### src/rtl/alu_arbiter_if.sv
// Bundle between the ALU arbiter, its two requesters and the shared ALU.
// slave = arbiter side, master = requester/ALU side.
interface alu_arbiter_if #(
  parameter int XLEN = 32
);
  logic            req0_valid_w_i_h, req0_ready_w_o_h;
  logic [3:0]      req0_op_w_i;
  logic [XLEN-1:0] req0_a_w_i, req0_b_w_i;
  logic            req1_valid_w_i_h, req1_ready_w_o_h;
  logic [3:0]      req1_op_w_i;
  logic [XLEN-1:0] req1_a_w_i, req1_b_w_i;
  logic            rsp0_valid_w_o_h, rsp0_ready_w_i_h;
  logic            rsp1_valid_w_o_h, rsp1_ready_w_i_h;
  logic [XLEN-1:0] rsp_res_w_o;
  logic [4:0]      rsp_flags_w_o;
  logic            rsp_err_w_o_h;
  logic [XLEN-1:0] alu_a_w_o, alu_b_w_o;
  logic [3:0]      alu_control_w_o;
  logic [XLEN-1:0] alu_res_w_i;
  logic            alu_eq_w_i_h, alu_ltu_w_i_h, alu_gteu_w_i_h, alu_lts_w_i_h, alu_gtes_w_i_h;
  logic            busy_w_o_h;

  modport slave (
    input  req0_valid_w_i_h, req0_op_w_i, req0_a_w_i, req0_b_w_i,
    input  req1_valid_w_i_h, req1_op_w_i, req1_a_w_i, req1_b_w_i,
    input  rsp0_ready_w_i_h, rsp1_ready_w_i_h,
    input  alu_res_w_i, alu_eq_w_i_h, alu_ltu_w_i_h, alu_gteu_w_i_h, alu_lts_w_i_h, alu_gtes_w_i_h,
    output req0_ready_w_o_h, req1_ready_w_o_h,
    output rsp0_valid_w_o_h, rsp1_valid_w_o_h, rsp_res_w_o, rsp_flags_w_o, rsp_err_w_o_h,
    output alu_a_w_o, alu_b_w_o, alu_control_w_o, busy_w_o_h
  );

  modport master (
    output req0_valid_w_i_h, req0_op_w_i, req0_a_w_i, req0_b_w_i,
    output req1_valid_w_i_h, req1_op_w_i, req1_a_w_i, req1_b_w_i,
    output rsp0_ready_w_i_h, rsp1_ready_w_i_h,
    output alu_res_w_i, alu_eq_w_i_h, alu_ltu_w_i_h, alu_gteu_w_i_h, alu_lts_w_i_h, alu_gtes_w_i_h,
    input  req0_ready_w_o_h, req1_ready_w_o_h,
    input  rsp0_valid_w_o_h, rsp1_valid_w_o_h, rsp_res_w_o, rsp_flags_w_o, rsp_err_w_o_h,
    input  alu_a_w_o, alu_b_w_o, alu_control_w_o, busy_w_o_h
  );
endinterface

### src/rtl/alu_arbiter.sv
// Round-robin sharing of one combinational ALU between two requesters.
// Optional ALU_ARB_OP_CHECK_EN: illegal ops bypass the ALU and return rsp_err.
module alu_arbiter #(
  parameter int ALU_LATENCY = 1,  // 1..15
  parameter int XLEN        = 32
) (
  input logic          clk_w_i,
  input logic          rst_w_i_l,
  alu_arbiter_if.slave bus
);
  typedef enum logic [1:0] {IDLE, EXEC, RESP} state_e;
  typedef struct packed {
    logic [3:0]      op;
    logic [XLEN-1:0] a;
    logic [XLEN-1:0] b;
  } req_t;

  localparam logic [3:0] CNT_INIT = 4'(ALU_LATENCY - 1);

  state_e          state_q, state_d;
  logic            ptr_q, ptr_d;
  logic            grant_q, grant_d;
  logic [3:0]      cnt_q, cnt_d;
  req_t            opr_q, opr_d;
  logic [XLEN-1:0] res_q, res_d;
  logic [4:0]      flags_q, flags_d;

  logic [1:0] req_vld, rsp_rdy, rdy;
  req_t [1:0] req;
  req_t       req_sel;
  logic       win, any_vld, acc, op_ill;

  assign req_vld = {bus.req1_valid_w_i_h, bus.req0_valid_w_i_h};
  assign rsp_rdy = {bus.rsp1_ready_w_i_h, bus.rsp0_ready_w_i_h};
  assign req[0]  = {bus.req0_op_w_i, bus.req0_a_w_i, bus.req0_b_w_i};
  assign req[1]  = {bus.req1_op_w_i, bus.req1_a_w_i, bus.req1_b_w_i};

  // Pointer only matters on contention; a lone requester always wins.
  assign win     = (&req_vld) ? ptr_q : req_vld[1];
  assign any_vld = |req_vld;
  assign acc     = (state_q == IDLE) && any_vld;
  assign req_sel = req[win];
  assign rdy     = {acc && win, acc && !win};

`ifdef ALU_ARB_OP_CHECK_EN
  logic err_q, err_d;
  assign op_ill = !((req_sel.op <= 4'd8) || (req_sel.op == 4'd13));
  assign bus.rsp_err_w_o_h = err_q;

  always_comb begin
    err_d = err_q;
    if (acc) err_d = op_ill;
  end

  always_ff @(posedge clk_w_i or negedge rst_w_i_l) begin
    if (!rst_w_i_l) err_q <= 1'b0;
    else            err_q <= err_d;
  end
`else
  assign op_ill            = 1'b0;
  assign bus.rsp_err_w_o_h = 1'b0;
`endif

  always_comb begin
    state_d = state_q;
    ptr_d   = ptr_q;
    grant_d = grant_q;
    cnt_d   = cnt_q;
    opr_d   = opr_q;
    res_d   = res_q;
    flags_d = flags_q;
    case (state_q)
      IDLE: begin
        if (acc) begin
          grant_d = win;
          if (op_ill) begin
            // Operands untouched so the ALU inputs stay quiet.
            res_d   = '0;
            flags_d = '0;
            state_d = RESP;
          end else begin
            opr_d   = req_sel;
            cnt_d   = CNT_INIT;
            state_d = EXEC;
          end
        end
      end
      EXEC: begin
        if (cnt_q == 4'd0) begin
          res_d   = bus.alu_res_w_i;
          flags_d = {bus.alu_eq_w_i_h, bus.alu_ltu_w_i_h, bus.alu_gteu_w_i_h,
                     bus.alu_lts_w_i_h, bus.alu_gtes_w_i_h};
          state_d = RESP;
        end else begin
          cnt_d = cnt_q - 4'd1;
        end
      end
      RESP: begin
        if (rsp_rdy[grant_q]) begin
          ptr_d   = ~grant_q;
          state_d = IDLE;
        end
      end
      default: state_d = IDLE;
    endcase
  end

  always_ff @(posedge clk_w_i or negedge rst_w_i_l) begin
    if (!rst_w_i_l) begin
      state_q <= IDLE;
      ptr_q   <= 1'b0;
      grant_q <= 1'b0;
      cnt_q   <= '0;
      opr_q   <= '0;
      res_q   <= '0;
      flags_q <= '0;
    end else begin
      state_q <= state_d;
      ptr_q   <= ptr_d;
      grant_q <= grant_d;
      cnt_q   <= cnt_d;
      opr_q   <= opr_d;
      res_q   <= res_d;
      flags_q <= flags_d;
    end
  end

  assign bus.req0_ready_w_o_h = rdy[0];
  assign bus.req1_ready_w_o_h = rdy[1];
  assign bus.rsp0_valid_w_o_h = (state_q == RESP) && !grant_q;
  assign bus.rsp1_valid_w_o_h = (state_q == RESP) && grant_q;
  assign bus.rsp_res_w_o      = res_q;
  assign bus.rsp_flags_w_o    = flags_q;
  assign bus.alu_a_w_o        = opr_q.a;
  assign bus.alu_b_w_o        = opr_q.b;
  assign bus.alu_control_w_o  = opr_q.op;
  assign bus.busy_w_o_h       = (state_q != IDLE);
endmodule

### src/flat_wrapper.sv
// flat-port wrapper written by rule: the top's interface ports become plain ports
module alu_arbiter_flat 
#(
  parameter int ALU_LATENCY = 1,          
  parameter int XLEN        = 32
)
  (clk_w_i, rst_w_i_l, bus_req0_valid_w_i_h, bus_req0_op_w_i, bus_req0_a_w_i, bus_req0_b_w_i, bus_req1_valid_w_i_h, bus_req1_op_w_i, bus_req1_a_w_i, bus_req1_b_w_i, bus_rsp0_ready_w_i_h, bus_rsp1_ready_w_i_h, bus_alu_res_w_i, bus_alu_eq_w_i_h, bus_alu_ltu_w_i_h, bus_alu_gteu_w_i_h, bus_alu_lts_w_i_h, bus_alu_gtes_w_i_h, bus_req0_ready_w_o_h, bus_req1_ready_w_o_h, bus_rsp0_valid_w_o_h, bus_rsp1_valid_w_o_h, bus_rsp_res_w_o, bus_rsp_flags_w_o, bus_rsp_err_w_o_h, bus_alu_a_w_o, bus_alu_b_w_o, bus_alu_control_w_o, bus_busy_w_o_h);
  alu_arbiter_if #(.XLEN(XLEN)) bus_i ();
  input logic clk_w_i;
  input logic rst_w_i_l;
  input wire logic [$bits(bus_i.req0_valid_w_i_h)-1:0] bus_req0_valid_w_i_h;
  input wire logic [$bits(bus_i.req0_op_w_i)-1:0] bus_req0_op_w_i;
  input wire logic [$bits(bus_i.req0_a_w_i)-1:0] bus_req0_a_w_i;
  input wire logic [$bits(bus_i.req0_b_w_i)-1:0] bus_req0_b_w_i;
  input wire logic [$bits(bus_i.req1_valid_w_i_h)-1:0] bus_req1_valid_w_i_h;
  input wire logic [$bits(bus_i.req1_op_w_i)-1:0] bus_req1_op_w_i;
  input wire logic [$bits(bus_i.req1_a_w_i)-1:0] bus_req1_a_w_i;
  input wire logic [$bits(bus_i.req1_b_w_i)-1:0] bus_req1_b_w_i;
  input wire logic [$bits(bus_i.rsp0_ready_w_i_h)-1:0] bus_rsp0_ready_w_i_h;
  input wire logic [$bits(bus_i.rsp1_ready_w_i_h)-1:0] bus_rsp1_ready_w_i_h;
  input wire logic [$bits(bus_i.alu_res_w_i)-1:0] bus_alu_res_w_i;
  input wire logic [$bits(bus_i.alu_eq_w_i_h)-1:0] bus_alu_eq_w_i_h;
  input wire logic [$bits(bus_i.alu_ltu_w_i_h)-1:0] bus_alu_ltu_w_i_h;
  input wire logic [$bits(bus_i.alu_gteu_w_i_h)-1:0] bus_alu_gteu_w_i_h;
  input wire logic [$bits(bus_i.alu_lts_w_i_h)-1:0] bus_alu_lts_w_i_h;
  input wire logic [$bits(bus_i.alu_gtes_w_i_h)-1:0] bus_alu_gtes_w_i_h;
  output wire logic [$bits(bus_i.req0_ready_w_o_h)-1:0] bus_req0_ready_w_o_h;
  output wire logic [$bits(bus_i.req1_ready_w_o_h)-1:0] bus_req1_ready_w_o_h;
  output wire logic [$bits(bus_i.rsp0_valid_w_o_h)-1:0] bus_rsp0_valid_w_o_h;
  output wire logic [$bits(bus_i.rsp1_valid_w_o_h)-1:0] bus_rsp1_valid_w_o_h;
  output wire logic [$bits(bus_i.rsp_res_w_o)-1:0] bus_rsp_res_w_o;
  output wire logic [$bits(bus_i.rsp_flags_w_o)-1:0] bus_rsp_flags_w_o;
  output wire logic [$bits(bus_i.rsp_err_w_o_h)-1:0] bus_rsp_err_w_o_h;
  output wire logic [$bits(bus_i.alu_a_w_o)-1:0] bus_alu_a_w_o;
  output wire logic [$bits(bus_i.alu_b_w_o)-1:0] bus_alu_b_w_o;
  output wire logic [$bits(bus_i.alu_control_w_o)-1:0] bus_alu_control_w_o;
  output wire logic [$bits(bus_i.busy_w_o_h)-1:0] bus_busy_w_o_h;
  assign bus_i.req0_valid_w_i_h = bus_req0_valid_w_i_h;
  assign bus_i.req0_op_w_i = bus_req0_op_w_i;
  assign bus_i.req0_a_w_i = bus_req0_a_w_i;
  assign bus_i.req0_b_w_i = bus_req0_b_w_i;
  assign bus_i.req1_valid_w_i_h = bus_req1_valid_w_i_h;
  assign bus_i.req1_op_w_i = bus_req1_op_w_i;
  assign bus_i.req1_a_w_i = bus_req1_a_w_i;
  assign bus_i.req1_b_w_i = bus_req1_b_w_i;
  assign bus_i.rsp0_ready_w_i_h = bus_rsp0_ready_w_i_h;
  assign bus_i.rsp1_ready_w_i_h = bus_rsp1_ready_w_i_h;
  assign bus_i.alu_res_w_i = bus_alu_res_w_i;
  assign bus_i.alu_eq_w_i_h = bus_alu_eq_w_i_h;
  assign bus_i.alu_ltu_w_i_h = bus_alu_ltu_w_i_h;
  assign bus_i.alu_gteu_w_i_h = bus_alu_gteu_w_i_h;
  assign bus_i.alu_lts_w_i_h = bus_alu_lts_w_i_h;
  assign bus_i.alu_gtes_w_i_h = bus_alu_gtes_w_i_h;
  assign bus_req0_ready_w_o_h = bus_i.req0_ready_w_o_h;
  assign bus_req1_ready_w_o_h = bus_i.req1_ready_w_o_h;
  assign bus_rsp0_valid_w_o_h = bus_i.rsp0_valid_w_o_h;
  assign bus_rsp1_valid_w_o_h = bus_i.rsp1_valid_w_o_h;
  assign bus_rsp_res_w_o = bus_i.rsp_res_w_o;
  assign bus_rsp_flags_w_o = bus_i.rsp_flags_w_o;
  assign bus_rsp_err_w_o_h = bus_i.rsp_err_w_o_h;
  assign bus_alu_a_w_o = bus_i.alu_a_w_o;
  assign bus_alu_b_w_o = bus_i.alu_b_w_o;
  assign bus_alu_control_w_o = bus_i.alu_control_w_o;
  assign bus_busy_w_o_h = bus_i.busy_w_o_h;
  alu_arbiter #(.ALU_LATENCY(ALU_LATENCY), .XLEN(XLEN)) u_core (.clk_w_i(clk_w_i), .rst_w_i_l(rst_w_i_l), .bus(bus_i));
endmodule
### config.mk
export PLATFORM = sky130hd
export DESIGN_NAME = alu_arbiter_flat
export DESIGN_NICKNAME = d
export VERILOG_FILES = /design/src/rtl/alu_arbiter_if.sv /design/src/rtl/alu_arbiter.sv /design/src/flat_wrapper.sv
export SDC_FILE = /design/constraint.sdc
export NUM_CORES = 1
export LEC_CHECK = 0
export ABC_AREA = 1
export CORE_ASPECT_RATIO = 1.5
export CORE_MARGIN = 2
export CORE_UTILIZATION = 38
export CTS_CLUSTER_DIAMETER = 60
export CTS_CLUSTER_SIZE = 14
export DETAILED_ROUTE_END_ITERATION = 10
export PLACE_DENSITY = 0.79
export SYNTH_ARGS = -nofsm -noshare
export SYNTH_HDL_FRONTEND = slang
export SYNTH_SLANG_ARGS = --single-unit
export TNS_END_PERCENT = 1
### constraint.sdc
create_clock -name clk_w_i -period 1.7 [get_ports clk_w_i]
set_input_delay 0.34 -clock clk_w_i [delete_from_list [all_inputs] [get_ports clk_w_i]]
set_output_delay 0.34 -clock clk_w_i [all_outputs]
set_load 0.02 [all_outputs]
==> results of run 1 <==
==> state kept, by name, summed over array words and instances (netlist names) <==
register and count:
u_core.cnt_q 4, u_core.bus.rsp_res_w_o 32, u_core.bus.alu_control_w_o 4, u_core.ptr_q 1
u_core.bus.rsp_flags_w_o 5, u_core.grant_q 1, u_core.bus.alu_a_w_o 32, u_core.bus.alu_b_w_o 32
u_core.state_q 2
==> kinds of logic after synthesis <==
kind of cell,count (synthesis)
other,1
buffers and inverters,79
adders and majority gates,2
and+or+nand+nor,337
DFF,113
AOI/OAI and AO/OA,45
xor gates and xnor gates,1
==> per-stage QoR <==
stage	setup TNS (ps)	instance area (sq um)	setup WS [ps]	hold slack, ps
6_report	0	8506	48.31	474.5
5_1_grt	-43.57	8503	-22.72	475.9
3_5_place_dp	-17010	7921	-411.3	384.2
2_1_floorplan	0	4835	374.6	44.41
3_3_place_gp	-15770	7921	-399.3	380.7
4_1_cts	-20.52	8429	-20.52	466.0
==> critical path: cells and delay by family, from the launching register on <==
kind / cells / cell delay, ps
and+or+nand+nor: 2 / 270
AOI/OAI and AO/OA: 1 / 80
DFF: 1 / 420
buffers and inverters: 1 / 150
==> synth_stat cells, types with 2 or more instances <==
master / instances / area share, %
buf_4: 4 / 0.62
o21ai_0: 12 / 1.2
nor2_2: 2 / 0.26
ha_1: 2 / 0.52
nand2_1: 254 / 20
nor2_4: 2 / 0.47
inv_1: 46 / 3.6
dfrtp_1: 113 / 58
buf_2: 22 / 2.3
nand3_1: 72 / 7.5
nor2_1: 6 / 0.47
inv_2: 2 / 0.16
buf_6: 3 / 0.70
o21ai_1: 31 / 3.2
clkbuf_1: 2 / 0.16
==> report_power, final <==
group	internal, mW	switching [mW]
registers	4.04	0.682
clock network	2.55	1.21
logic	2.90	4.36
==> worst max-delay path by stage <==
stage | from | to | cells after the start
2_1_floorplan | u_core.state_q[1] | bus_req1_ready_w_o_h | 4
3_3_place_gp | bus_req0_valid_w_i_h | bus_req0_ready_w_o_h | 6
3_5_place_dp | bus_req0_valid_w_i_h | bus_req0_ready_w_o_h | 6
4_1_cts | u_core.state_q[1] | bus_rsp0_valid_w_o_h | 6
5_1_grt | u_core.state_q[1] | bus_req0_ready_w_o_h | 4
6_report | u_core.state_q[1] | bus_req0_ready_w_o_h | 4
==> metal layers <==
metal  global-route usage [%]  share of wire, %  vias to the layer above
li1                         -                 -                     2393
met1                    26.65                36                     2212
met2                    38.96                52                      194
met3                    6.674               8.0                       37
met4                    10.45               3.1                        0
met5                        0                 0                        -
==> repair_timing <==
action | CTS | global route
pin swaps | 1 | 1
gates resized for setup | 117 | 21
hold buffers | 1 | 0
endpoints found under the setup margin | 99 | 18
endpoints found under the hold margin | 113 | 0
setup buffers | 0 | 1
==> cell type report <==
cell class / count / share of cell area (%)
clock buffer: 21 / 5.531
timing repair buffer: 304 / 35.26
clock inverter: 10 / 1.853
sequential: 113 / 33.25
inverter: 48 / 2.118
antenna: 1 / 0.02942
tap: 156 / 2.295
multi-input combinational: 386 / 19.67
==> results_tabular.tex, run 1 <==
\begin{tabular}{lr}
\hline
Metric & Value \\
\hline
\multicolumn{2}{l}{\textbf{Outcome}} \\
Outcome & complete, no violations \\
\multicolumn{2}{l}{\textbf{STA}} \\
Final period utilization & 97.16\% \\
Final slew viol count & 0 \\
Tmin final & 1652 ps \\
Final Hold Viols & 0 \\
Final clock skew & 9.427 ps \\
Unrepaired setup endpoints after global routing & true \\
Fmax achieved & 0.6054 GHz \\
\# setup viols final & 0 \\
\multicolumn{2}{l}{\textbf{Place}} \\
Routability-driven placement congestion ratio & 0.8190 \\
Cells after DPL & 1005 \\
DPL Wire Length & 11180 um \\
Port bufs & 288 \\
\multicolumn{2}{l}{\textbf{Route}} \\
Detailed router's first-iteration violation count & 170 \\
Total DRC errors in the routed layout & 0 \\
Routed Antenna Nets & 0 \\
Routed length per placed instance & 15.21 um \\
First-pass detailed-route iteration total & 4 \\
Detailed Route WL & 15810 um \\
Avg Vias per Cell & 4.654 \\
Number of vias after detailed routing & 4836 \\
\multicolumn{2}{l}{\textbf{GRT}} \\
Pin count of the biggest net entering global routing & 76 \\
Combined global-route utilization of all metal layers & 23.10\% \\
Global route overflow & 0 \\
Number of global-route vias before repair & 4671 \\
Number of antenna violations at the first check in global routing & 1 \\
First-pass GRT wire length & 23960 um \\
\multicolumn{2}{l}{\textbf{Synthesis}} \\
Post-synth EDFFs & 0 \\
Cell Area, Synth & 0.004835 sq mm \\
Warning count from the yosys run & 0 \\
Mux cell area share after synthesis & 0\% \\
Fraction of registers with async set or reset after synthesis & 100.0\% \\
Post-Syn Area per Cell & 8.364 sq um \\
Adder and majority gate portion of the synthesized area & 0.5176\% \\
Share of the synthesized netlist area taken by xor and xnor gates & 0.1812\% \\
Primary flip-flop cell chosen by synthesis mapping & dfrtp\_1 \\
Register area share after synthesis & 58.49\% \\
Largest family of logic cells by synthesized area & simple AND/OR/NAND/NOR gates \\
Number of instances in the synthesized netlist & 578 \\
Simple-gate area share of the yosys netlist & 28.49\% \\
Total of flip-flops plus latches after synthesis & 113 \\
Synth Net Count & 759 \\
Count of unique library cells instantiated by Yosys & 20 \\
Fraction of the mapped netlist area in compound gates & 4.762\% \\
\multicolumn{2}{l}{\textbf{Floorplan}} \\
Total I/O pin count & 290 \\
Number of cell rows & 50 \\
Std-Cell Core Area & 0.01245 sq mm \\
Die Footprint & 0.01366 sq mm \\
Height of the chip & 142.1 um \\
Initial core utilization & 38.83\% \\
Die span in x & 96.10 um \\
\multicolumn{2}{l}{\textbf{Clocking}} \\
Clock tree from TritonCTS & done \\
Buffer type at the clock tree root & clkbuf\_16 \\
Clock buffer count from CTS & 17 \\
Clock latency on the worst-skew pair & 400 ps \\
H-tree depth reported by CTS & 4 \\
Clock-pin slew of the registers on the worst-case setup and hold paths & 50 ps \\
Maximum buffer depth of the clock tree & 2 \\
Sink count of the clock tree & 113 \\
\multicolumn{2}{l}{\textbf{Setup path}} \\
Cell with the largest stage delay on the worst path & dfrtp\_1 \\
RR Startpoint & u\_core.state\_q[1] \\
Type of origin of the critical path & flip-flop \\
Cell-by-cell trace of the critical path & nor2\_4 -> o21ai\_4 -> nor2\_4 -> buf\_4 \\
FF-to-FF path depth & 7 \\
Most common cell on crit path & nor2\_4 \\
Endpoint type of the worst setup path & primary output \\
Max stage delay on crit path & 420 ps \\
Setup slack on the worst flop-to-flop path & 170 ps \\
Signal arrival time at the worst endpoint & 1310 ps \\
Critical Path Fanout Max & 2 \\
Required time of the worst setup path & 1360 ps \\
Kind of critical path & reg -> out \\
Reg-to-reg critical path endpoint & u\_core.bus.alu\_b\_w\_o[1] \\
\multicolumn{2}{l}{\textbf{Finish}} \\
Register area & 0.002828 sq mm \\
Most common cell after layout, fill and taps aside & nand2\_1 \\
Fraction of final layout cells with drive strength greater than 1 & 6.916\% \\
Area of combinational cells with multiple inputs & 0.001673 sq mm \\
Final net count & 1051 \\
Area growth from synthesis to final layout & 75.93\% \\
Filler Cell Count & 1005 \\
Non-filler cells in the finished layout & 1039 \\
Post-layout util & 68.32\% \\
Commonest cells after routing, fill and taps aside & nand2\_1, clkdlybuf4s50\_1, dfrtp\_1 \\
\multicolumn{2}{l}{\textbf{Min path}} \\
Path class of the lowest-slack min-delay path & reg -> reg \\
Hold endpoint & u\_core.bus.rsp\_flags\_w\_o[4] \\
Hold path startpoint & u\_core.bus.rsp\_flags\_w\_o[4] \\
Number of instances on the worst hold path & 2 \\
\multicolumn{2}{l}{\textbf{Job}} \\
Max-cap check violation count & 0 \\
\multicolumn{2}{l}{\textbf{Power}} \\
Leakage dissipation & 4.336 nW \\
Areal power density over the cells & 1850 mW/mm\^{}2 \\
Pwr Total & 15.74 mW \\
Maximum vdd ir drop & 0.001038 V \\
\hline
\end{tabular}
Power figures use the tool's default switching activity.
==> inputs of run 2 (changes only) <==
--- a/config.mk
+++ b/config.mk
@@ -12,6 +12,8 @@
 export CTS_CLUSTER_DIAMETER = 60
 export CTS_CLUSTER_SIZE = 14
 export DETAILED_ROUTE_END_ITERATION = 10
+export GPL_TIMING_DRIVEN = 0
+export MAX_ROUTING_LAYER = met4
 export PLACE_DENSITY = 0.79
 export SYNTH_ARGS = -nofsm -noshare
 export SYNTH_HDL_FRONTEND = slang
==> results_tabular.tex, run 2 (same netlist as run 1, synthesis figures left out) <==
\begin{tabular}{lr}
\hline
Metric & Value \\
\hline
\multicolumn{2}{l}{\textbf{Route}} \\
Detailed router's first-iteration violation count & 169 (-0.59\%) \\
Avg Vias per Cell & 4.682 (+0.60\%) \\
Routed length per placed instance & 15.78 um (+3.7\%) \\
Detailed Route WL & 16790 um (+6.2\%) \\
First-pass detailed-route iteration total & 7 (+3) \\
Total DRC errors in the routed layout & 0 (unchanged) \\
Number of vias after detailed routing & 4982 (+3.0\%) \\
Routed Antenna Nets & 0 (unchanged) \\
\multicolumn{2}{l}{\textbf{STA}} \\
Final slew viol count & 0 (unchanged) \\
Final clock skew & 8.519 ps (-0.9074 ps) \\
Worst setup margin & -39.43 ps (-87.74 ps) \\
Final period utilization & 102.3\% (+5.2 points) \\
Final Hold Viols & 0 (unchanged) \\
Unrepaired setup endpoints after global routing & true \\
Tmin final & 1739 ps (+87.74 ps) \\
\# setup viols final & 1 (+1) \\
Total Neg Setup Slack & -39.43 ps (-39.43 ps) \\
Fmax achieved & 0.5749 GHz (-5.0\%) \\
\multicolumn{2}{l}{\textbf{GRT}} \\
Number of global-route vias before repair & 5008 (+7.2\%) \\
First-pass GRT wire length & 25170 um (+5.1\%) \\
Pin count of the biggest net entering global routing & 90 (+18\%) \\
Number of antenna violations at the first check in global routing & 0 (-1) \\
Combined global-route utilization of all metal layers & 25.07\% (+2.0 points) \\
Global route overflow & 0 (unchanged) \\
\multicolumn{2}{l}{\textbf{Clocking}} \\
Clock tree from TritonCTS & done \\
Buffer type at the clock tree root & clkbuf\_16 \\
Maximum buffer depth of the clock tree & 2 (unchanged) \\
Clock-pin slew of the registers on the worst-case setup and hold paths & 60 ps (about the same) \\
H-tree depth reported by CTS & 4 (unchanged) \\
Clock latency on the worst-skew pair & 410 ps (about the same) \\
Clock buffer count from CTS & 17 (unchanged) \\
Sink count of the clock tree & 113 (unchanged) \\
\multicolumn{2}{l}{\textbf{Finish}} \\
Final net count & 1076 (+2.4\%) \\
Fraction of final layout cells with drive strength greater than 1 & 9.251\% (+2.3 points) \\
Antenna diodes & 0 (-1) \\
Commonest cells after routing, fill and taps aside & nand2\_1, clkdlybuf4s50\_1, dfrtp\_1 \\
Most common cell after layout, fill and taps aside & nand2\_1 \\
Area growth from synthesis to final layout & 75.70\% \\
\multicolumn{2}{l}{\textbf{Setup path}} \\
Reg-to-reg critical path endpoint & u\_core.bus.rsp\_res\_w\_o[5] \\
Type of origin of the critical path & flip-flop \\
Required time of the worst setup path & 1360 ps (about the same) \\
Setup slack on the worst flop-to-flop path & 140 ps (-30 ps) \\
Most common cell on crit path & buf\_6 \\
Endpoint type of the worst setup path & primary output \\
Cell-by-cell trace of the critical path & nor2\_2 -> o21ai\_2 -> nor2\_4 -> buf\_6 -> buf\_6 \\
Max stage delay on crit path & 400 ps (-20 ps) \\
FF-to-FF path depth & 7 (unchanged) \\
RR Startpoint & u\_core.state\_q[1] \\
Kind of critical path & reg -> out \\
Signal arrival time at the worst endpoint & 1400 ps (+90 ps) \\
Cell with the largest stage delay on the worst path & dfrtp\_1 \\
Critical Path Fanout Max & 3 (+1) \\
\multicolumn{2}{l}{\textbf{Outcome}} \\
Outcome & complete, but fails checks \\
Violations in the final reports & setup timing \\
\multicolumn{2}{l}{\textbf{Floorplan}} \\
Number of cell rows & 50 (unchanged) \\
Die Footprint & 0.01366 sq mm (unchanged) \\
Total I/O pin count & 290 (unchanged) \\
Die span in x & 96.10 um (unchanged) \\
Initial core utilization & 38.83\% (unchanged) \\
Height of the chip & 142.1 um (unchanged) \\
Std-Cell Core Area & 0.01245 sq mm (unchanged) \\
\multicolumn{2}{l}{\textbf{Power}} \\
Leakage dissipation & 4.329 nW (-0.16\%) \\
Maximum vdd ir drop & 0.001122 V (+8.1\%) \\
Areal power density over the cells & 1833 mW/mm\^{}2 (-0.93\%) \\
\multicolumn{2}{l}{\textbf{Place}} \\
Routability-driven placement congestion ratio & 0.8439 (+3.0\%) \\
Port bufs & 288 (unchanged) \\
DPL Wire Length & 12460 um (+12\%) \\
Pre-CTS setup slack & -838.5 ps (-427.2 ps) \\
\multicolumn{2}{l}{\textbf{Min path}} \\
Path class of the lowest-slack min-delay path & in -> async \\
\multicolumn{2}{l}{\textbf{Job}} \\
Max-cap check violation count & 0 (unchanged) \\
\hline
\end{tabular}
[run 2: cell count changes in the layout (fill, tap and decap cells not counted), sizes merged, moves of 2 or more]
cell          previous run  this run
buf                     21        39
dlygate4sd2             94       102
dlymetal6s2s            11         4
clkinv                   3         8
clkbuf                  21        24
inv                     48        51
bufinv                   4         2
[run 2: worst max path at each step]
| stage | from | end | slack, ps | depth (start not counted) |
|---|---|---|---|---|
| 6_report | u_core.state_q[1] | bus_req0_ready_w_o_h | -40 | 5 |
| 5_1_grt | u_core.state_q[1] | bus_req0_ready_w_o_h | -120 | 5 |
| 4_1_cts | u_core.state_q[1] | bus_req1_ready_w_o_h | -60 | 5 |
| 3_5_place_dp | bus_req0_valid_w_i_h | bus_req0_ready_w_o_h | -840 | 7 |
| 3_3_place_gp | rst_w_i_l | u_core.bus.alu_b_w_o[23] | -4220 | 1 |
| 2_1_floorplan | u_core.state_q[1] | bus_req1_ready_w_o_h | 370 | 4 |
[run 2: power breakdown]
| part | internal [mW] | switching [mW] | total, mW |
|---|---|---|---|
| clock network | 2.17 | 1.33 | 3.50 |
| logic | 2.91 | 4.45 | 7.35 |
| registers | 4.04 | 0.679 | 4.71 |
| total | 9.11 | 6.46 | 15.6 |
[run 2: through the flow]
stage	power, mW	hold slack [ps]	cell area (sq um)	util [%]	instances
6_report	15.57	358.9	8494	68.23	1064
5_1_grt	16.60	365.7	8494	68.23	1064
4_1_cts	15.64	348.6	8444	67.83	1059
3_5_place_dp	12.89	216.0	7941	63.79	1023
3_3_place_gp	12.73	466.3	7913	63.56	1022
2_1_floorplan	8.873	44.41	4835	-	578
[run 2: final cells by class]
cell class	count	area, sq um
Multi-Input combinational cell	386	1648
Sequential cell	113	2828
Clock buffer	17	425.4
Buffer	31	203.9
Tap cell	156	195.2
Clock inverter	15	160.2
Inverter	48	180.2
Timing Repair Buffer	298	2854
Fill cell	1012	3955
[run 2: layer usage]
layer / GRT usage [%] / share of wire [%] / vias to the layer above / routed length, um
li1: - / - / 2436 / -
met1: 26.34 / 36 / 2309 / 6076
met2: 42.73 / 53 / 196 / 8865
met3: 7.309 / 6.7 / 41 / 1121
met4: 11.20 / 4.3 / 0 / 721
met5: - / 0 / - / 0
[run 2: repair_timing]
item                       in CTS  in global routing
hold endpoints to repair       24                  0
gates resized for setup       127                 12
buffers inserted                3                  5
pin swaps                       3                  3
setup endpoints to repair     107                 39
hold buffers                    1                  0
[run 2: critical path: cells and delay by family, from the launching register on]
family | cells | cell delay (ps)
buffers and inverters | 2 | 210
flip-flops | 1 | 400
AND/OR/NAND/NOR | 2 | 270
AO/OA/AOI/OAI | 1 | 100
==> inputs of run 3 (changes only) <==
--- a/config.mk
+++ b/config.mk
@@ -6,15 +6,14 @@
 export NUM_CORES = 1
 export LEC_CHECK = 0
 export ABC_AREA = 1
-export CORE_ASPECT_RATIO = 1.5
 export CORE_MARGIN = 2
-export CORE_UTILIZATION = 38
+export CORE_UTILIZATION = 41
 export CTS_CLUSTER_DIAMETER = 60
 export CTS_CLUSTER_SIZE = 14
 export DETAILED_ROUTE_END_ITERATION = 10
 export GPL_TIMING_DRIVEN = 0
 export MAX_ROUTING_LAYER = met4
-export PLACE_DENSITY = 0.79
+export PLACE_DENSITY = 0.85
 export SYNTH_ARGS = -nofsm -noshare
 export SYNTH_HDL_FRONTEND = slang
 export SYNTH_SLANG_ARGS = --single-unit
==> constraint.sdc (replaced) <==
create_clock -name clk_w_i -period 2.2 [get_ports clk_w_i]
set_input_delay 0.44 -clock clk_w_i [delete_from_list [all_inputs] [get_ports clk_w_i]]
set_output_delay 0.44 -clock clk_w_i [all_outputs]
set_load 0.02 [all_outputs]
==> results_tabular.tex, run 3 (same netlist as run 1, synthesis figures left out) <==
\begin{tabular}{lr}
\hline
Metric & Value \\
\hline
\multicolumn{2}{l}{\textbf{Outcome}} \\
Outcome & complete, no violations \\
\multicolumn{2}{l}{\textbf{GRT}} \\
Number of antenna violations at the first check in global routing & 0 (unchanged) \\
Number of global-route vias before repair & 5260 (+5.0\%) \\
Combined global-route utilization of all metal layers & 27.21\% (+2.1 points) \\
Global route overflow & 0 (unchanged) \\
First-pass GRT wire length & 26050 um (+3.5\%) \\
Pin count of the biggest net entering global routing & 68 (-24\%) \\
\multicolumn{2}{l}{\textbf{Place}} \\
Pre-CTS setup slack & -525.2 ps (+313.2 ps) \\
Cell area reported after detailed placement & 0.007925 sq mm (-0.20\%) \\
Routability-driven placement congestion ratio & 0.8832 (+4.7\%) \\
Cells after DPL & 1010 (-1.3\%) \\
Port bufs & 288 (unchanged) \\
DPL Wire Length & 12190 um (-2.2\%) \\
\multicolumn{2}{l}{\textbf{Min path}} \\
Path class of the lowest-slack min-delay path & reg -> reg \\
Hold path startpoint & u\_core.bus.rsp\_res\_w\_o[0] \\
Number of instances on the worst hold path & 2 \\
Hold endpoint & u\_core.bus.rsp\_res\_w\_o[0] \\
\multicolumn{2}{l}{\textbf{STA}} \\
Worst setup margin & 101.2 ps (+140.7 ps) \\
Total Neg Setup Slack & 0 ps (+39.43 ps) \\
Fmax achieved & 0.4765 GHz \\
Final slew viol count & 0 (unchanged) \\
\# setup viols final & 0 (-1) \\
Unrepaired setup endpoints after global routing & false \\
Tmin final & 2099 ps \\
Final period utilization & 95.40\% \\
Final Hold Viols & 0 (unchanged) \\
Final clock skew & 13.03 ps (+4.512 ps) \\
\multicolumn{2}{l}{\textbf{Route}} \\
Total DRC errors in the routed layout & 0 (unchanged) \\
Detailed router's first-iteration violation count & 269 (+59\%) \\
Detailed Route WL & 16350 um (-2.6\%) \\
Routed length per placed instance & 15.64 um (-0.85\%) \\
Avg Vias per Cell & 4.785 (+2.2\%) \\
Number of vias after detailed routing & 5000 (+0.36\%) \\
Routed Antenna Nets & 0 (unchanged) \\
First-pass detailed-route iteration total & 4 (-3) \\
\multicolumn{2}{l}{\textbf{Floorplan}} \\
Number of cell rows & 39 (-22\%) \\
Total I/O pin count & 290 (unchanged) \\
Initial core utilization & 42.16\% (+3.3 points) \\
Std-Cell Core Area & 0.01147 sq mm (-7.9\%) \\
Die Footprint & 0.01268 sq mm (-7.2\%) \\
Die span in x & 112.6 um (+17\%) \\
Height of the chip & 112.6 um (-21\%) \\
\multicolumn{2}{l}{\textbf{Clocking}} \\
Maximum buffer depth of the clock tree & 2 (unchanged) \\
Buffer type at the clock tree root & clkbuf\_16 \\
Clock buffer count from CTS & 17 (unchanged) \\
Sink count of the clock tree & 113 (unchanged) \\
Clock-pin slew of the registers on the worst-case setup and hold paths & 60 ps (about the same) \\
H-tree depth reported by CTS & 4 (unchanged) \\
Clock latency on the worst-skew pair & 400 ps (about the same) \\
Clock tree from TritonCTS & done \\
\multicolumn{2}{l}{\textbf{Power}} \\
Areal power density over the cells & 1473 mW/mm\^{}2 (-20\%) \\
Sw Ratio & 39.32\% (-2.2 points) \\
Maximum vdd ir drop & 0.001046 V (-6.8\%) \\
Combinational share of power & 49.9\% (+2.7 points) \\
Leakage dissipation & 4.029 nW (-6.9\%) \\
Clock network fraction of design power & 20.7\% (-1.8 points) \\
Pwr Total & 12.54 mW (-19\%) \\
Total internal power & 7.607 mW (-17\%) \\
Flop pwr share & 29.4\% (-0.9 points) \\
Sw power & 4.929 mW (-24\%) \\
\multicolumn{2}{l}{\textbf{Finish}} \\
Most common cell after layout, fill and taps aside & clkdlybuf4s50\_1 \\
Antenna diodes & 0 (unchanged) \\
Fraction of final layout cells with drive strength greater than 1 & 7.982\% (-1.3 points) \\
Final net count & 1070 (-0.56\%) \\
Commonest cells after routing, fill and taps aside & clkdlybuf4s50\_1, nand2\_1, dfrtp\_1 \\
Area growth from synthesis to final layout & 76.01\% \\
Final std cell area, no fill & 0.008509 sq mm (+0.18\%) \\
Non-filler cells in the finished layout & 1045 (-1.8\%) \\
\multicolumn{2}{l}{\textbf{Setup path}} \\
Type of origin of the critical path & input pin \\
FF-to-FF path depth & 7 (unchanged) \\
Critical Path Fanout Max & 10 (+7) \\
Reg-to-reg critical path endpoint & u\_core.bus.rsp\_res\_w\_o[5] \\
RR Startpoint & u\_core.cnt\_q[0] \\
Kind of critical path & in -> out \\
Required time of the worst setup path & 1760 ps (+400 ps) \\
Endpoint type of the worst setup path & primary output \\
Signal arrival time at the worst endpoint & 1660 ps (+260 ps) \\
Setup slack on the worst flop-to-flop path & 620 ps (+480 ps) \\
\multicolumn{2}{l}{\textbf{Job}} \\
Max-cap check violation count & 0 (unchanged) \\
\hline
\end{tabular}
run 3: cell types whose count changed in the layout (fill, tap and decap cells not counted), sizes merged:
cell,change
dlygate4sd2,-101
clkinvlp,+1
clkbuf,-1
clkdlybuf4s50,+107
dlymetal6s2s,-3
clkdlybuf4s15,+1
clkinv,-1
buf,-6
inv,-3
run 3: cell type report:
type	count	area (sq um)
Buffer	31	186.4
Clock buffer	20	436.7
Clock inverter	12	117.6
Fill cell	851	2958
Inverter	48	180.2
Multi-Input combinational cell	386	1648
Sequential cell	113	2828
Tap cell	143	178.9
Timing Repair Buffer	292	2934
run 3: power by group through the flow:
stage | combinational [mW] | sequential (mW) | clock, mW
finish | 6.25 | 3.69 | 2.59
global route | 6.78 | 3.81 | 2.74
CTS | 6.33 | 3.69 | 2.62
detailed placement | 6.25 | 3.69 | 0
global placement | 6.14 | 3.65 | 0
floorplan | 2.03 | 4.83 | 0
run 3: per-stage QoR:
| stage | utilization (%) | hold slack [ps] |
|---|---|---|
| global route | 74.21 | 510.7 |
| detailed placement | 69.11 | 402.4 |
| floorplan | - | 144.4 |
| finish | 74.21 | 483.4 |
| CTS | 74.20 | 488.1 |
| global placement | 68.86 | 468.6 |
run 3: worst max-delay path by stage:
stage / start / slack (ps) / endpoint / depth (start not counted)
4_1_cts: bus_req0_valid_w_i_h / 7 / bus_req0_ready_w_o_h / 7
3_5_place_dp: bus_req0_valid_w_i_h / -530 / bus_req0_ready_w_o_h / 7
3_3_place_gp: rst_w_i_l / -3730 / u_core.bus.alu_a_w_o[14] / 1
5_1_grt: bus_req0_valid_w_i_h / 20 / bus_req1_ready_w_o_h / 6
6_report: bus_req0_valid_w_i_h / 100 / bus_req1_ready_w_o_h / 6
2_1_floorplan: bus_req0_valid_w_i_h / 760 / bus_req0_ready_w_o_h / 5
run 3: critical path: stages:
cell	delay, ps
clkdlybuf4s50_1	430
nand2_1	100
nand2_2	90
nor2_4	120
clkbuf_4	200
clkdlybuf4s15_2	280
run 3: timing repair:
action / CTS / global route
endpoints found under the setup margin: 3 / 3
pin swaps: 2 / 0
hold buffers: 1 / 0
buffers inserted: 2 / 0
gates resized for setup: 8 / 4
hold endpoints to repair: 46 / 0
run 3: layer usage:
layer  part of all wire, %  GRT usage [%]  up-vias
met5                     0              -        -
met1                    38          29.07     2329
li1                      -              -     2423
met2                    52          47.82      214
met4                   2.4          9.187        0
met3                   7.5          8.477       34
==> variant (flow settings as in run 2) <==
`res_q` no longer has a reset.
--- a/src/rtl/alu_arbiter.sv
+++ b/src/rtl/alu_arbiter.sv
@@ -114,3 +114,2 @@
       opr_q   <= '0;
-      res_q   <= '0;
       flags_q <= '0;
@@ -122,5 +121,8 @@
       opr_q   <= opr_d;
-      res_q   <= res_d;
       flags_q <= flags_d;
     end
+  end
+
+  always_ff @(posedge clk_w_i) begin
+    res_q <= res_d;
   end
Formal check against the unedited RTL: differs if rst_w_i_l is asserted again (counterexample within 4 cycles, from zero or initial values and one cycle with rst_w_i_l low); with rst_w_i_l held inactive, the same outputs for 4 cycles.
==> variant against run 2 <==
Global-route usage down 0.83 points; sequential cell count unchanged; non-clock buffer count down 8; sequential share of layout area up 3.0 points; the flow still finishes with violations (setup timing); register-to-register slack worse by 0.05 ns; setup slack worse by 0.0095 ns; synthesized area down 5.8%; via count down 8.4%; routed wire length down 9.4%; cell area down 3.0%; total power down 9.4%.
==> variant: results (changes against run 2) <==
[route]
wl_met1_mm = 5.46  ; was 6.08 mm
drt_iter0_markers = 177  ; was 169
drt-total-wl_mm = 15.2  ; was 16.8 mm
dr_total_vias = 4564  ; was 4982

[final_layout]
inverters = 13  ; was 48
n_all_buffers = 321  ; was 329
buf_share = 0.369  ; was 0.360
comb.multi_input.count = 327  ; was 386
multi_input_area_sq_um = 1430  ; was 1650 sq um
fillers = 932  ; was 1012
fin_nets = 974  ; was 1076
postLayoutCellArea_sq_um = 8240  ; was 8490 sq um
clkbuf_count = 25  ; was 17
clk_share = 0.0653  ; was 0.0689
drive_gt1_frac = 0.102  ; was 0.0925

[timing]
skew_ns = 0.00883  ; was 0.00852 ns
fin_ws_ns = -0.0489  ; was -0.0394 ns
fin_setup_tns_ns = -0.0624  ; was -0.0394 ns
setup_viol = 2  ; was 1

[placement]
place.gp.congestion = 0.833  ; was 0.844
dp_slack_ns = -0.794  ; was -0.838 ns
hpwl_mm = 11.6  ; was 12.5 mm
placed_cell_area_sq_um = 7680  ; was 7940 sq um

[yosys]
ys_seq_area_frac = 0.656  ; was 0.585
synth_top_cells_by_count = 227 x nand2_1, 81 x dfrtp_1, 72 x nand3_1  ; was 254 x nand2_1, 113 x dfrtp_1, 72 x nand3_1
syn_area_per_cell_sq_um = 9.58  ; was 8.36 sq um
synth_edf_count = 32  ; was 0
async_flop_share = 0.717  ; was 1.00

[status]
status = complete, but fails checks  ; unchanged
violations = setup timing  ; unchanged

[global_routing]
grt_pass1_vias = 4670  ; was 5008
grtUsageMet3 = 0.0599  ; was 0.0731
grt_max_degree = 43  ; was 90
grtUsageTotal = 0.242  ; was 0.251
grt_pass1_wl_mm = 23.3  ; was 25.2 mm
use_met1 = 0.256  ; was 0.263

[power]
p_leak_nw = 3.87  ; was 4.33 nW

[critical_path]
critPathMaxFanout = 5  ; was 3

-- variant: worst register-to-register path, delay by kind of cell, from the launching register on --
| family | cells | cell delay, ns |
|---|---|---|
| adder cells (fa/ha/maj) | 1 | 0.14 |
| buffers and inverters | 1 | 0.11 |
| AND/OR/NAND/NOR | 2 | 0.59 |
| flip-flops | 1 | 0.40 |
-- variant: path summary, 6_finish.rpt --
check	from	end	slack (ns)	cells after the start
worst max-delay path	u_core.state_q[0]	bus_req0_ready_w_o_h	-0.05	5
worst min-delay path	rst_w_i_l	u_core.bus.alu_a_w_o[10]	0.48	2
worst max register to register	u_core.cnt_q[0]	u_core.bus.rsp_res_w_o[25]	0.09	4
worst min register to register	u_core.bus.alu_b_w_o[18]	u_core.bus.alu_b_w_o[18]	0.48	2
max in group asynchronous	rst_w_i_l	u_core.bus.alu_a_w_o[25]	0.60	3
min in group clk_w_i	u_core.bus.alu_b_w_o[18]	u_core.bus.alu_b_w_o[18]	0.48	2
-- variant: cells by family after synthesis --
| logic type | Yosys count | share of synthesized area |
|---|---|---|
| other | 1 | 0.000824 |
| buffers and inverters | 36 | 0.0404 |
| xor gates and xnor gates | 1 | 0.00192 |
| DFF | 113 | 0.656 |
| and+or+nand+nor | 308 | 0.278 |
| AOI/OAI and AO/OA | 14 | 0.0168 |
| adders and majority gates | 2 | 0.00550 |
-- variant: what timing repair did --
action                                  in CTS  in global routing
resized for setup                           99                 21
hold buffers                                 1                  0
pin swaps                                    4                  5
hold endpoints to repair                    39                  0
gates cloned                                 1                  0
endpoints found under the setup margin     115                 35
setup buffers                                2                  6
-- variant: where the power goes --
part	internal [W]	switching, W	total (W)
Clock	0.00203	0.00114	0.00317
Sequential	0.00403	0.000571	0.00460
Combinational	0.00254	0.00379	0.00633
